$ cat config.mk
export PLATFORM = sky130hd
export DESIGN_NAME = if_fetch
export DESIGN_NICKNAME = d
export VERILOG_FILES = /design/src/rtl/if_fetch.sv
export SDC_FILE = /design/constraint.sdc
export NUM_CORES = 1
export LEC_CHECK = 0
export CORE_MARGIN = 2
export CORE_UTILIZATION = 40
export CTS_BUF_LIST = sky130_fd_sc_hd__clkbuf_8
export CTS_CLUSTER_DIAMETER = 200
export CTS_CLUSTER_SIZE = 25
export DETAILED_ROUTE_END_ITERATION = 10
export PLACE_DENSITY = 0.65
export RECOVER_POWER = 50
export SLEW_MARGIN = 15
export SYNTH_ARGS = -nofsm -noshare
export SYNTH_HDL_FRONTEND = slang
export SYNTH_SLANG_ARGS = --single-unit
export TNS_END_PERCENT = 20
$ cat constraint.sdc
create_clock -name clk -period 4.8 [get_ports clk]
set_input_delay 0.96 -clock clk [delete_from_list [all_inputs] [get_ports clk]]
set_output_delay 0.96 -clock clk [all_outputs]
set_load 0.05 [all_outputs]
$ cat src/rtl/if_fetch.sv
// Instruction fetch: reads a 32-bit word from byte-wide synchronous memory and hands {pc, inst, valid} to IF/ID.
// Define IF_ICACHE_EN to add a direct-mapped one-word-per-line instruction cache of ICACHE_LINES lines.
module if_fetch #(
    parameter int ICACHE_LINES = 64
) (
    input  logic        clk,
    input  logic        rst,
    input  logic [31:0] pc_i,
    input  logic [5:0]  stall_i,
    input  logic        flush_i,
    output logic        mem_rd_o,
    output logic [31:0] mem_addr_o,
    input  logic [7:0]  mem_byte_i,
    output logic        stallreq_o,
    output logic [31:0] if_pc_o,
    output logic [31:0] if_inst_o,
    output logic        if_valid_o
);

    typedef enum logic [2:0] {S_B0, S_B1, S_B2, S_B3, S_L, S_DONE} state_t;

    state_t      state_q, state_d;
    logic [31:0] fetch_pc_q, fetch_pc_d;
    logic [23:0] buf_q, buf_d;
    logic [31:0] if_pc_q, if_pc_d;
    logic [31:0] if_inst_q, if_inst_d;
    logic        if_valid_q, if_valid_d;
    logic        cache_hit;
    logic [31:0] cache_word;
    logic        unused_ok;

`ifdef IF_ICACHE_EN
    localparam int IDX_W = $clog2(ICACHE_LINES);
    localparam int TAG_W = 30 - IDX_W;

    logic [ICACHE_LINES-1:0] line_vld_q;
    logic [TAG_W-1:0]        tag_q  [ICACHE_LINES];
    logic [31:0]             data_q [ICACHE_LINES];
    logic [IDX_W-1:0]        rd_idx, wr_idx;
    logic                    fill_en;

    assign rd_idx     = pc_i[IDX_W+1:2];
    assign wr_idx     = fetch_pc_q[IDX_W+1:2];
    assign cache_word = data_q[rd_idx];
    // Only word-aligned PCs use the cache: the line holds the aligned word, not a misaligned byte window.
    assign cache_hit  = (state_q == S_B0) && (pc_i[1:0] == 2'b00) && line_vld_q[rd_idx]
                        && (tag_q[rd_idx] == pc_i[31:IDX_W+2]);
    assign fill_en    = (state_q == S_L) && !flush_i && (fetch_pc_q[1:0] == 2'b00);

    always_ff @(posedge clk or posedge rst) begin
        if (rst) begin
            line_vld_q <= '0;
        end else if (fill_en) begin
            line_vld_q[wr_idx] <= 1'b1;
        end
    end

    always_ff @(posedge clk) begin
        if (fill_en) begin
            tag_q[wr_idx]  <= fetch_pc_q[31:IDX_W+2];
            data_q[wr_idx] <= {mem_byte_i, buf_q};
        end
    end

    assign unused_ok = ^{stall_i[5:2], stall_i[0]};
`else
    assign cache_hit  = 1'b0;
    assign cache_word = '0;
    assign unused_ok  = ^{stall_i[5:2], stall_i[0], ICACHE_LINES > 0};
`endif

    always_comb begin
        state_d    = state_q;
        fetch_pc_d = fetch_pc_q;
        buf_d      = buf_q;
        if_pc_d    = if_pc_q;
        if_inst_d  = if_inst_q;
        if_valid_d = if_valid_q;
        if (flush_i) begin
            state_d    = S_B0;
            buf_d      = '0;
            if_valid_d = 1'b0;
        end else begin
            case (state_q)
                S_B0: begin
                    fetch_pc_d = pc_i;
                    if (cache_hit) begin
                        if_pc_d    = pc_i;
                        if_inst_d  = cache_word;
                        if_valid_d = 1'b1;
                        state_d    = S_DONE;
                    end else begin
                        state_d = S_B1;
                    end
                end
                S_B1: begin
                    buf_d[7:0] = mem_byte_i;
                    state_d    = S_B2;
                end
                S_B2: begin
                    buf_d[15:8] = mem_byte_i;
                    state_d     = S_B3;
                end
                S_B3: begin
                    buf_d[23:16] = mem_byte_i;
                    state_d      = S_L;
                end
                S_L: begin
                    if_inst_d  = {mem_byte_i, buf_q};
                    if_pc_d    = fetch_pc_q;
                    if_valid_d = 1'b1;
                    state_d    = S_DONE;
                end
                S_DONE: begin
                    if (!stall_i[1]) begin
                        if_valid_d = 1'b0;
                        state_d    = S_B0;
                    end
                end
                default: state_d = S_B0;
            endcase
        end
    end

    always_ff @(posedge clk or posedge rst) begin
        if (rst) begin
            state_q    <= S_B0;
            fetch_pc_q <= '0;
            buf_q      <= '0;
            if_pc_q    <= '0;
            if_inst_q  <= '0;
            if_valid_q <= 1'b0;
        end else begin
            state_q    <= state_d;
            fetch_pc_q <= fetch_pc_d;
            buf_q      <= buf_d;
            if_pc_q    <= if_pc_d;
            if_inst_q  <= if_inst_d;
            if_valid_q <= if_valid_d;
        end
    end

    // Address phase follows the current state so each byte returns exactly when its capture state runs.
    always_comb begin
        mem_rd_o   = 1'b0;
        mem_addr_o = '0;
        if (!rst) begin
            case (state_q)
                S_B0: if (!cache_hit) begin
                    mem_rd_o   = 1'b1;
                    mem_addr_o = pc_i;
                end
                S_B1: begin
                    mem_rd_o   = 1'b1;
                    mem_addr_o = fetch_pc_q + 32'd1;
                end
                S_B2: begin
                    mem_rd_o   = 1'b1;
                    mem_addr_o = fetch_pc_q + 32'd2;
                end
                S_B3: begin
                    mem_rd_o   = 1'b1;
                    mem_addr_o = fetch_pc_q + 32'd3;
                end
                default: ;
            endcase
        end
    end

    assign stallreq_o = !rst && (state_q != S_DONE) && !flush_i;
    assign if_pc_o    = if_pc_q;
    assign if_inst_o  = if_inst_q;
    assign if_valid_o = if_valid_q;

endmodule

==> results.md <==
* Post-synthesis cell area at 6810 µm²
* Initial Util at 41.0%
* Cts-stage hold buffer count at 0
* Synth Net Count at 740
* Ys flop type: dfrtp_1
* Met3 wire length at 1330 µm
* CP max-delay cell: or4_1
* CP dominant cell by count: nand2_1
* WL final at 20100 µm
* Reg-to-reg setup timing slack at 2.06 ns
* DRT Pass-1 Iters at 5
* Final Setup Violations at 0
* First-pass GRT wire length at 31600 µm
* Startpoint types: flop
* Filler Cell Count at 1488
* Final Max Slew Viols at 73
* Post-route setup slack at 0.0554 ns
* CP Cell Sequence: nor2b_2 > nand2_1 > clkinv_2 > fa_1 > nand2_1 > or4_1 > nor4_1 > a211oi_1 > a21oi_1 > buf_12
* Met1 Wirelength at 8900 µm
* Mean Syn Cell Area at 9.89 µm²
* Die footprint at 18100 µm²
* Critical path class: reg2out
* PwrDens at 505 nW/µm²
* Clock Pin Slew Worst Setup and Hold Paths at 0.07 ns
* CP Max Fanout at 12
* Fmax at 211 MHz
* Dominant cells by area after synthesis: dfrtp_1 46%, mux2_2 15%, nand2_1 4.4%, a21oi_1 3.8%, clkbuf_1 2.5%
* Post-DP HPWL at 14000 µm
* Setup repair bufs after CTS at 0
* DRT iter0 DRCs at 540
* Nets at 847
* Die Height at 134 µm
* Top Layer Used: met4
* Grt ovf at 0
* Req. time, crit path at 3.84 ns
* Later-pin clock latency in the skew report at 0.45 ns
* Asr flop ratio synth at 100%
* Setup WS pre-CTS at 0.438 ns
* Min Hold Slack at 0.505 ns
* Post-layout min period at 4.74 ns
* Num CTS Buffers at 17
* Most common cell after layout, fill and taps aside: dfrtp_1
* Post-synth top area cell: dfrtp_1
* Seq/Total Area, Yosys at 45.6%
* Most frequent cells in the layout: 124 x dfrtp_1, 111 x clkdlybuf4s50_1, 91 x mux2_2, 80 x nand2_1, 50 x a21oi_1
* GRT Overall Usage at 22.5%
* Worst hold path type: reg2reg
* CORE AREA at 16600 µm²
* Clk root buf: clkbuf_8
* Arrival time at the worst endpoint at 3.78 ns
* Worst clock skew at 0.0112 ns
* Vias at 5948
* # IOs at 148
* CTS tree: done
* Final Power at 0.00453 W
* H-tree lvl count at 4
* Leak Pwr at 3.64 nW
* Relative slew slack at -84.2%
* Diodes inserted at 0
* DRT antenna net count at 0
* Drt wl/cell at 19.6 µm
* Total of max-cap violations at 1
* Avg Vias per Cell at 5.80
* Number of synthesized flops with an enable pin at 0
* Max IR drop VDD at 0.000273 V
* Vias in the first global route at 5788
* Worst slew pin tran at 2.76 ns
* Slowest stage delay, CP at 0.75 ns
* Fin crit share at 98.8%
* Yosys warns at 0
* Status: finished with violations
* Final hold violations at 0
* Buffers on Ports at 142
* Unrepaired setup endpoints after global routing: true
* Die W at 134 µm
* Met2 WL at 9410 µm
* Worst setup EP type: primary output
* # clock sinks at 124
* Rows at 47
* Cell family with most CP delay: simple AND/OR/NAND/NOR gates
* Failing checks: capacitance limit, slew limit
* Synth cell types at 55
* Largest net degree at the start of global routing at 73
* Share of the synthesized area in the top cell type at 45.6%
* GP Congestion at 0.924
* Antenna violations before repair at 0
* Area Overhead vs Synth at 31.6%
* DR DRC count at 0
* #FFs+latches synth at 124
* CTS Buffer Depth at 2
* Share of layout cells above drive strength 1 at 21.7%
* Worst Path Buf+Inv at 2
* Cells after Synth at 688
-- where the power goes --
group          total (W)  internal, W  switching (W)  leakage, nW
Combinational    0.00200     0.000775        0.00123         1.81
Sequential       0.00159      0.00130       0.000292         1.61
Clock           0.000935     0.000526       0.000408        0.217
Total            0.00453      0.00260        0.00193         3.64
-- registers in the layout, summed over array words and instances, names as in the netlist --
| register | flops |
|---|---|
| if_valid_o | 1 |
| state_q | 3 |
| if_pc_o | 32 |
| buf_q | 24 |
| if_inst_o | 32 |
| fetch_pc_q | 32 |
-- routing by layer --
layer,up-vias,track usage (%)
met3,33,5.10
met4,0,8.30
met1,2929,31.0
met2,263,34.7
met5,-,0
li1,2723,-
-- synth_stat cells (3+ instances only) --
library cell and number:
dfrtp_1 124, o21a_1 5, o21ai_0 32, nand2_1 80
buf_4 6, nor3_1 19, clkbuf_1 45, and4_1 7
nand3_1 14, buf_1 4, buf_2 14, nand4_1 15
a211oi_1 15, a31oi_1 9, or4_1 4, a21oi_1 51
xnor2_1 11, or3_1 7, inv_1 9, nor2_1 29
a222oi_1 6, xor2_1 14, o211a_1 7, nor4_1 20
a22oi_1 7, o31a_1 4, mux2_2 91, nand2b_1 4
or2_2 3
-- stage by stage --
stage                     util (%)  cell area (µm²)  setup TNS [ns]  std cells
after global routing          54.0             8960          -0.501       1026
after detailed placement      51.8             8580               0        996
final                         54.0             8960               0       1026
after global placement        51.8             8580               0        996
after floorplan                  -             6810               0        688
after CTS                     54.1             8980               0       1026
-- cells by family (layout without fill, tap and decap cells) --
kind of cell / after synthesis / in the layout / share of synthesized area [%]
AOI/OAI and AO/OA: 148 / 148 / 14.0
and+or+nand+nor: 216 / 216 / 16.3
DFF: 124 / 124 / 45.6
buffers and inverters: 79 / 197 / 4.95
muxes: 93 / 93 / 15.4
xor gates and xnor gates: 25 / 25 / 3.22
adders and majority gates: 3 / 3 / 0.662
-- path summary, 6_finish.rpt --
path	from	to	depth (start not counted)
worst min-delay path	buf_q[7]	if_inst_o[7]	1
min in group asynchronous	rst	fetch_pc_q[23]	2
worst max-delay path	state_q[2]	mem_addr_o[28]	10
worst max register to register	state_q[0]	fetch_pc_q[16]	5
worst min register to register	buf_q[7]	if_inst_o[7]	1
max in group asynchronous	rst	buf_q[13]	3
-- repair_timing --
item                                    in CTS  in global routing
hold endpoints to repair                     0                  0
endpoints found under the setup margin       4                  8
resized for setup                            2                  2
cloned                                       0                  0
-- cell type report --
type                       count  area [µm²]  area share, %
clock inverter                11         129           1.44
multi-input combinational    485        3400           38.0
clock buffer                  19         262           2.92
sequential                   124        3100           34.6
timing repair buffer         157        1750           19.5
tap                          220         275           3.07
inverter                      10        38.8          0.433
No activity file was read; power rests on OpenSTA's default activity.
